==> src/rtl/if_fetch_pred.sv <==
`default_nettype none
// ============================================================================
// Module   : if_fetch_pred
// Purpose  : IF stage PC register with direct-mapped BTB and 2-bit counters.
// Revision : 1.0 - initial release
// ============================================================================
module if_fetch_pred #(
    parameter int          BTB_ENTRIES = 16,
    parameter int          IDX_W       = 4,
    parameter logic [31:0] RESET_PC    = 32'h0000_0000
) (
    input  logic        clk,
    input  logic        rst,
    input  logic        PCWrite,
    input  logic        ex_branch,
    input  logic [31:0] ex_pc,
    input  logic        ex_taken,
    input  logic [31:0] ex_target,
    input  logic        ex_redirect,
    input  logic [31:0] ex_redirect_pc,
    output logic [31:0] pc_f,
    output logic [31:0] npc_f,
    output logic        br_pred_f,
    output logic        btb_hit
);

    localparam int TAG_W = 32 - IDX_W - 2;

    logic [31:0]      pc_f_q;
    logic [31:0]      pc_f_d;
    logic             valid_q  [BTB_ENTRIES];
    logic [1:0]       cnt_q    [BTB_ENTRIES];
    logic [TAG_W-1:0] tag_q    [BTB_ENTRIES];
    logic [31:0]      target_q [BTB_ENTRIES];

    logic [IDX_W-1:0] w_rd_idx;
    logic [TAG_W-1:0] w_rd_tag;
    logic [IDX_W-1:0] w_wr_idx;
    logic [TAG_W-1:0] w_wr_tag;
    logic             w_wr_hit;
    logic [1:0]       w_cnt_upd;
    logic             w_unused_ex_pc_lsb;

    // Byte-offset bits of the resolved PC play no part in indexing.
    assign w_unused_ex_pc_lsb = ^ex_pc[1:0];

    assign w_rd_idx = pc_f_q[IDX_W+1:2];
    assign w_rd_tag = pc_f_q[31:IDX_W+2];
    assign w_wr_idx = ex_pc[IDX_W+1:2];
    assign w_wr_tag = ex_pc[31:IDX_W+2];

    always_comb begin
        btb_hit   = valid_q[w_rd_idx] && (tag_q[w_rd_idx] == w_rd_tag);
        br_pred_f = btb_hit && cnt_q[w_rd_idx][1];
        npc_f     = br_pred_f ? target_q[w_rd_idx] : pc_f_q + 32'd4;
        pc_f      = pc_f_q;
    end

    always_comb begin
        pc_f_d = npc_f;
        if (ex_redirect) begin
            pc_f_d = ex_redirect_pc;
        end else if (!PCWrite) begin
            pc_f_d = pc_f_q;
        end
    end

    always_ff @(posedge clk) begin
        if (rst) begin
            pc_f_q <= RESET_PC;
        end else begin
            pc_f_q <= pc_f_d;
        end
    end

    assign w_wr_hit = valid_q[w_wr_idx] && (tag_q[w_wr_idx] == w_wr_tag);

    always_comb begin
        w_cnt_upd = cnt_q[w_wr_idx];
        if (ex_taken && (cnt_q[w_wr_idx] != 2'b11)) begin
            w_cnt_upd = cnt_q[w_wr_idx] + 2'b01;
        end else if (!ex_taken && (cnt_q[w_wr_idx] != 2'b00)) begin
            w_cnt_upd = cnt_q[w_wr_idx] - 2'b01;
        end
    end

    always_ff @(posedge clk) begin
        if (rst) begin
            for (int i = 0; i < BTB_ENTRIES; i++) begin
                valid_q[i] <= 1'b0;
                cnt_q[i]   <= 2'b01;
            end
        end else if (ex_branch) begin
            if (w_wr_hit) begin
                cnt_q[w_wr_idx] <= w_cnt_upd;
            end else if (ex_taken) begin
                valid_q[w_wr_idx] <= 1'b1;
                cnt_q[w_wr_idx]   <= 2'b10;
            end
        end
    end

    // Tag/target have no reset so they can map onto distributed RAM.
    always_ff @(posedge clk) begin
        if (!rst && ex_branch && ex_taken) begin
            tag_q[w_wr_idx]    <= w_wr_tag;
            target_q[w_wr_idx] <= ex_target;
        end
    end

endmodule
`default_nettype wire

==> config.mk <==
export PLATFORM = sky130hd
export DESIGN_NAME = if_fetch_pred
export DESIGN_NICKNAME = d
export VERILOG_FILES = /design/src/rtl/if_fetch_pred.sv
export SDC_FILE = /design/constraint.sdc
export NUM_CORES = 1
export LEC_CHECK = 0
export BUFFER_PORTS_ARGS = -buffer_cell sky130_fd_sc_hd__buf_2
export CORE_AREA = 2 2 329 363
export CTS_BUF_LIST = sky130_fd_sc_hd__clkbuf_4
export CTS_CLUSTER_SIZE = 14
export DETAILED_ROUTE_END_ITERATION = 8
export DIE_AREA = 0 0 331 365
export HOLD_SLACK_MARGIN = 0.06
export SYNTH_ARGS = -nofsm -noshare
export SYNTH_HDL_FRONTEND = slang
export SYNTH_SLANG_ARGS = --single-unit
==> constraint.sdc <==
create_clock -name clk -period 7.98 [get_ports clk]
set_clock_uncertainty 0.2 [all_clocks]
set_input_delay 1.596 -clock clk [delete_from_list [all_inputs] [get_ports clk]]
set_output_delay 1.596 -clock clk [all_outputs]
set_load 0.005 [all_outputs]
; After elaboration in Yosys (flattened, before gate mapping)
; Memories as Yosys holds them, arrays and structs flattened. A register that Yosys moved wholly into a read port is not among the register bits.
; Cells that the tools add are included.
[word_totals]
register_bits = 32
ramBits = 976
out_inout_bits = 66
n_memories = 4
[op_classes]
add_sub_neg = 3
n_eq_ne = 3
muxes = 33
bitwise_logic = 1
n_reduce_logical = 13
[memory_table]
columns = memory, depth, width, rd, rd_clocked_by_memory_dff, write_ports, line_no
row1 = target_q, 16, 32, 1, 1, 1, 34  ; logic [31:0] target_q [BTB_ENTRIES];
row2 = tag_q, 16, 26, 2, 1, 1, 33  ; logic [TAG_W-1:0] tag_q [BTB_ENTRIES];
row3 = cnt_q, 16, 2, 2, 1, 16, 32  ; logic [1:0] cnt_q [BTB_ENTRIES];
row4 = valid_q, 16, 1, 2, 1, 16, 31  ; logic valid_q [BTB_ENTRIES];
[op_table]
columns = op, n
row1 = $mux W32, 3
row2 = $eq A26 B26 Y1, 2
row3 = $mux W4, 10
row4 = $add A32 B3 Y32 const B, 1
row5 = $mux W1, 16
row6 = $mux W2, 4
row7 = $logic_and A1 B1 Y1, 7
row8 = $reduce_bool A2 Y1, 2
row9 = $add A2 B1 Y2 const B, 1
row10 = $logic_not A1 Y1, 2
row11 = $ne A2 B2 Y1 const B, 1
row12 = $reduce_or A2 Y1, 1
row13 = $sub A2 B1 Y2 const B, 1
row14 = $or A1 B1 Y1, 1
row15 = $reduce_or A1 Y1, 1

; Depth between registers and ports, before layout
; An unclocked memory read counts as a cell.
[depth]
depth_word = 10
ltp_mapped = 16

; Worst setup path after synthesis
; No wires, ideal clock.
[synth_path]
path_kind = input -> register
from = input port ex_pc[3]
to = memory tag_q[14][0] (netlist bit), enable pin
setup_time_ns = 0.474
arrival_ns = 6.238
t_required_ns = 7.306
slack_ns = 1.067
cell_stages = 10
path_buffers = 7
cell_sequence = clkbuf_1 clkbuf_1 buf_2 buf_2 buf_1 clkbuf_1 nor2b_1 clkbuf_1 nand3_1 nor2_1
[synth_lines]
columns = element, line_no
row1 = start: declaration, 16  ; input logic [31:0] ex_pc,
row2 = end: declaration, 33
; No word-level cell before the write port.

==> impl_metrics.env <==
export IMPL_gp_congestion=0.868
export IMPL_ant_nets=0
export IMPL_netSwitchingPower_mw=2.69
export IMPL_dpl_cell_count=3892
export IMPL_worst_path_max_fanout=46
export IMPL_start_kind="flip-flop"
export IMPL_setup_viol_count_final=0
export IMPL_slowest_delay_ns=0.83
export IMPL_crit_chain="buf_4, mux4_2, mux2i_1, xnor2_1, nor4_1, a31oi_1, nor4b_1, nand4_1, buf_4, mux2i_1, buf_2"
export IMPL_design_area_um2=50500
export IMPL_power_frac_seq_pct=52.3
export IMPL_grt_max_degree=78
export IMPL_power_total_mw=11.4
export IMPL_post_cts_buffers=0
export IMPL_clkPwrFrac_pct=39.1
export IMPL_fin_ws_ns=0.316
export IMPL_final_instance_count_excl_fill=4346
export IMPL_min_from="valid_q[3]$_DFF_P_"
export IMPL_antenna_found_initial=19
export IMPL_dieWidth_um=331
export IMPL_netlist_instances=2267
export IMPL_rsz0062_at_grt="false"
export IMPL_clock_path_buffers=4
export IMPL_hold_buffers=0
export IMPL_dieArea_um2=121000
export IMPL_power_leakage_nw=16.5
export IMPL_clock_sinks=1012
export IMPL_h_tree_depth=5
export IMPL_hold_violations=0
export IMPL_layout_nets=2736
export IMPL_syn_area_um2=44200
export IMPL_grt_pass1_wl_mm=186
export IMPL_synth_edf_count=960
export IMPL_synth_net_count=2372
export IMPL_fin_util_pct=43.0
export IMPL_tightest_slew_ns=1.17
export IMPL_ys_seq_area_share_pct=67.5
export IMPL_drv_cap=0
export IMPL_globalRouteOverflowTotal=0
export IMPL_fillers=10300
export IMPL_finalWirelength_mm=131
export IMPL_drv_slew=0
export IMPL_clk_pin_slew_ns=0.07
export IMPL_ir_worst_vdd_uv=136
export IMPL_rows=132
export IMPL_hp_class="flip-flop to flip-flop"
export IMPL_clk_latency_ns=1.14
export IMPL_drc=0
export IMPL_pre_cts_slack_ns=0.861
export IMPL_drt_iter0_markers=2885
export IMPL_die_h_um=365
export IMPL_ys_seq_elements=1012
export IMPL_ys_warn_count=0
export IMPL_area_growth_syn_to_layout_pct=14.1
export IMPL_worst_setup_path_type="flip-flop to output pin"
export IMPL_fin_setup_tns_ns=0
export IMPL_io_pins=168
export IMPL_power_density_nw_per_um2=225
export IMPL_synth_distinct_cells=56
export IMPL_cp_end_kind="output pin"
export IMPL_switching_share_pct=23.7
export IMPL_dpl_instance_area_um2=47200
export IMPL_cts_made_buffers=278
export IMPL_status="complete, no violations"
export IMPL_slowest_stage="dfxtp_4"
export IMPL_arrival_ns=5.87
export IMPL_root_buffer="clkbuf_4"
export IMPL_cts_resized=0
export IMPL_fmax_mhz=130
export IMPL_vias=25300
export IMPL_start_util_pct=37.7
export IMPL_crit_required_ns=6.18
export IMPL_async_reset_ff_share_pct=0
export IMPL_period_minus_slack_ns=7.66
export IMPL_drive_gt1_share_pct=39.3
export IMPL_avgRoutedWirePerCell_um=30.1
export IMPL_core_um2=117000
export IMPL_p_comb_share_pct=8.6
export IMPL_first_global_vias=26700
export IMPL_cts_tree="yes"
export IMPL_relSlewSlack_pct=21.6
export IMPL_p_int_mw=8.66
export IMPL_first_pass_iters=5
export IMPL_finalCritPeriodShare_pct=96.0
export IMPL_grt_util_all_layers_pct=21.7
export IMPL_io_buffers=165
export IMPL_worst_hold_slack_ns=0.274
export IMPL_viasPerCell=5.83
export IMPL_syn_area_per_cell_um2=19.5
export IMPL_synth_top_flop_cell="edfxtp_1"
export IMPL_dpl_hpwl_mm=78.5
==> synthesized netlist by cell type, types with 6 or more instances <==
cell	n	share of area (%)
edfxtp_1	960	65
mux4_2	382	19
mux2i_1	101	2.3
clkbuf_1	85	0.72
nand2_1	80	0.68
xnor2_1	70	1.4
nor2_1	56	0.48
dfxtp_1	52	2.4
buf_2	47	0.53
o21ai_0	35	0.40
mux2_2	33	0.84
nand3_1	30	0.34
nor3_1	25	0.28
and3_1	24	0.34
a211o_1	23	0.46
inv_1	23	0.20
nor3b_1	23	0.39
nand4_1	21	0.30
buf_1	18	0.15
xor2_1	17	0.34
o32ai_1	15	0.30
a21oi_1	11	0.12
nor4_1	11	0.16
a32o_1	9	0.20
nor2b_1	9	0.13
a21o_1	8	0.14
a221oi_1	8	0.16
a22oi_1	7	0.12
and4_1	7	0.14
buf_4	7	0.12
o211ai_1	6	0.10
==> power groups by stage <==
stage	logic, mW	registers [mW]	clock network [mW]
after floorplan	0.641	6.00	0
final	0.978	5.93	4.44
after global placement	0.961	6.04	0
after detailed placement	0.978	6.05	0
after global routing	1.04	5.93	4.84
after CTS	0.981	5.93	4.56
==> cells by family (layout without fill, tap and decap cells) <==
family | after synthesis | count (layout) | share of synthesized area (%)
flip-flops | 1012 | 1012 | 67.5
XOR/XNOR | 87 | 87 | 1.72
multiplexers | 521 | 521 | 22.7
other | 0 | 5 | 0
buffers and inverters | 185 | 718 | 1.81
adder cells (fa/ha/maj) | 3 | 3 | 0.0849
AO/OA/AOI/OAI | 147 | 147 | 2.42
AND/OR/NAND/NOR | 312 | 312 | 3.71
==> area by class of cell <==
| cell class | instances | area [um2] | area share (%) |
|---|---|---|---|
| diodes | 5 | 12.5 | 0.0248 |
| clock buffers | 393 | 2950 | 5.85 |
| clock inverters | 56 | 333 | 0.660 |
| inverters | 25 | 93.8 | 0.186 |
| multi-input cells | 1070 | 13700 | 27.1 |
| flip-flops and latches | 1012 | 29900 | 59.2 |
| well taps | 1541 | 1930 | 3.82 |
| repair buffers | 244 | 1570 | 3.11 |
==> sequential cells by signal, indices dropped and copies added (netlist names), named ones only <==
register	flops
cnt_q	32
pc_f	32
tag_q	416
target_q	512
valid_q	16
==> layout by cell type (no fill, tap or decap), drive strengths merged, types with 24 or more instances in the layout <==
master / count
edfxtp: 960
buf: 243
xnor2: 70
clkinv: 48
nand2: 80
nor3: 25
nor2: 58
dfxtp: 52
nand3: 30
mux2: 38
inv: 29
mux2i: 101
mux4: 382
clkbuf: 394
o21ai: 36
and3: 24
==> metal layers <==
metal	vias to the layer above	GRT usage, %	part of all wire [%]
li1	10400	-	-
met1	13400	28.3	39
met2	1308	34.6	48
met3	240	6.47	9.9
met4	18	7.73	2.8
met5	-	0	0.084
==> critical path, delay by kind of cell (launching register included) <==
family	cells	cell delay, ns
DFF	1	0.83
buffers and inverters	3	1.14
xor gates and xnor gates	1	0.19
and+or+nand+nor	3	0.37
AOI/OAI and AO/OA	1	0.39
muxes	3	1.73
==> final timing paths <==
| kind | slack, ns | end | depth (start not counted) |
|---|---|---|---|
| setup / recovery | 0.32 | npc_f[18] | 11 |
| hold / removal | 0.27 | valid_q[3]$_DFF_P_ | 2 |
| setup reg to reg | 3.00 | pc_f[18]$_SDFFE_PP0N_ | 11 |
| hold reg to reg | 0.27 | valid_q[3]$_DFF_P_ | 2 |
Power figures use the tool's default switching activity.
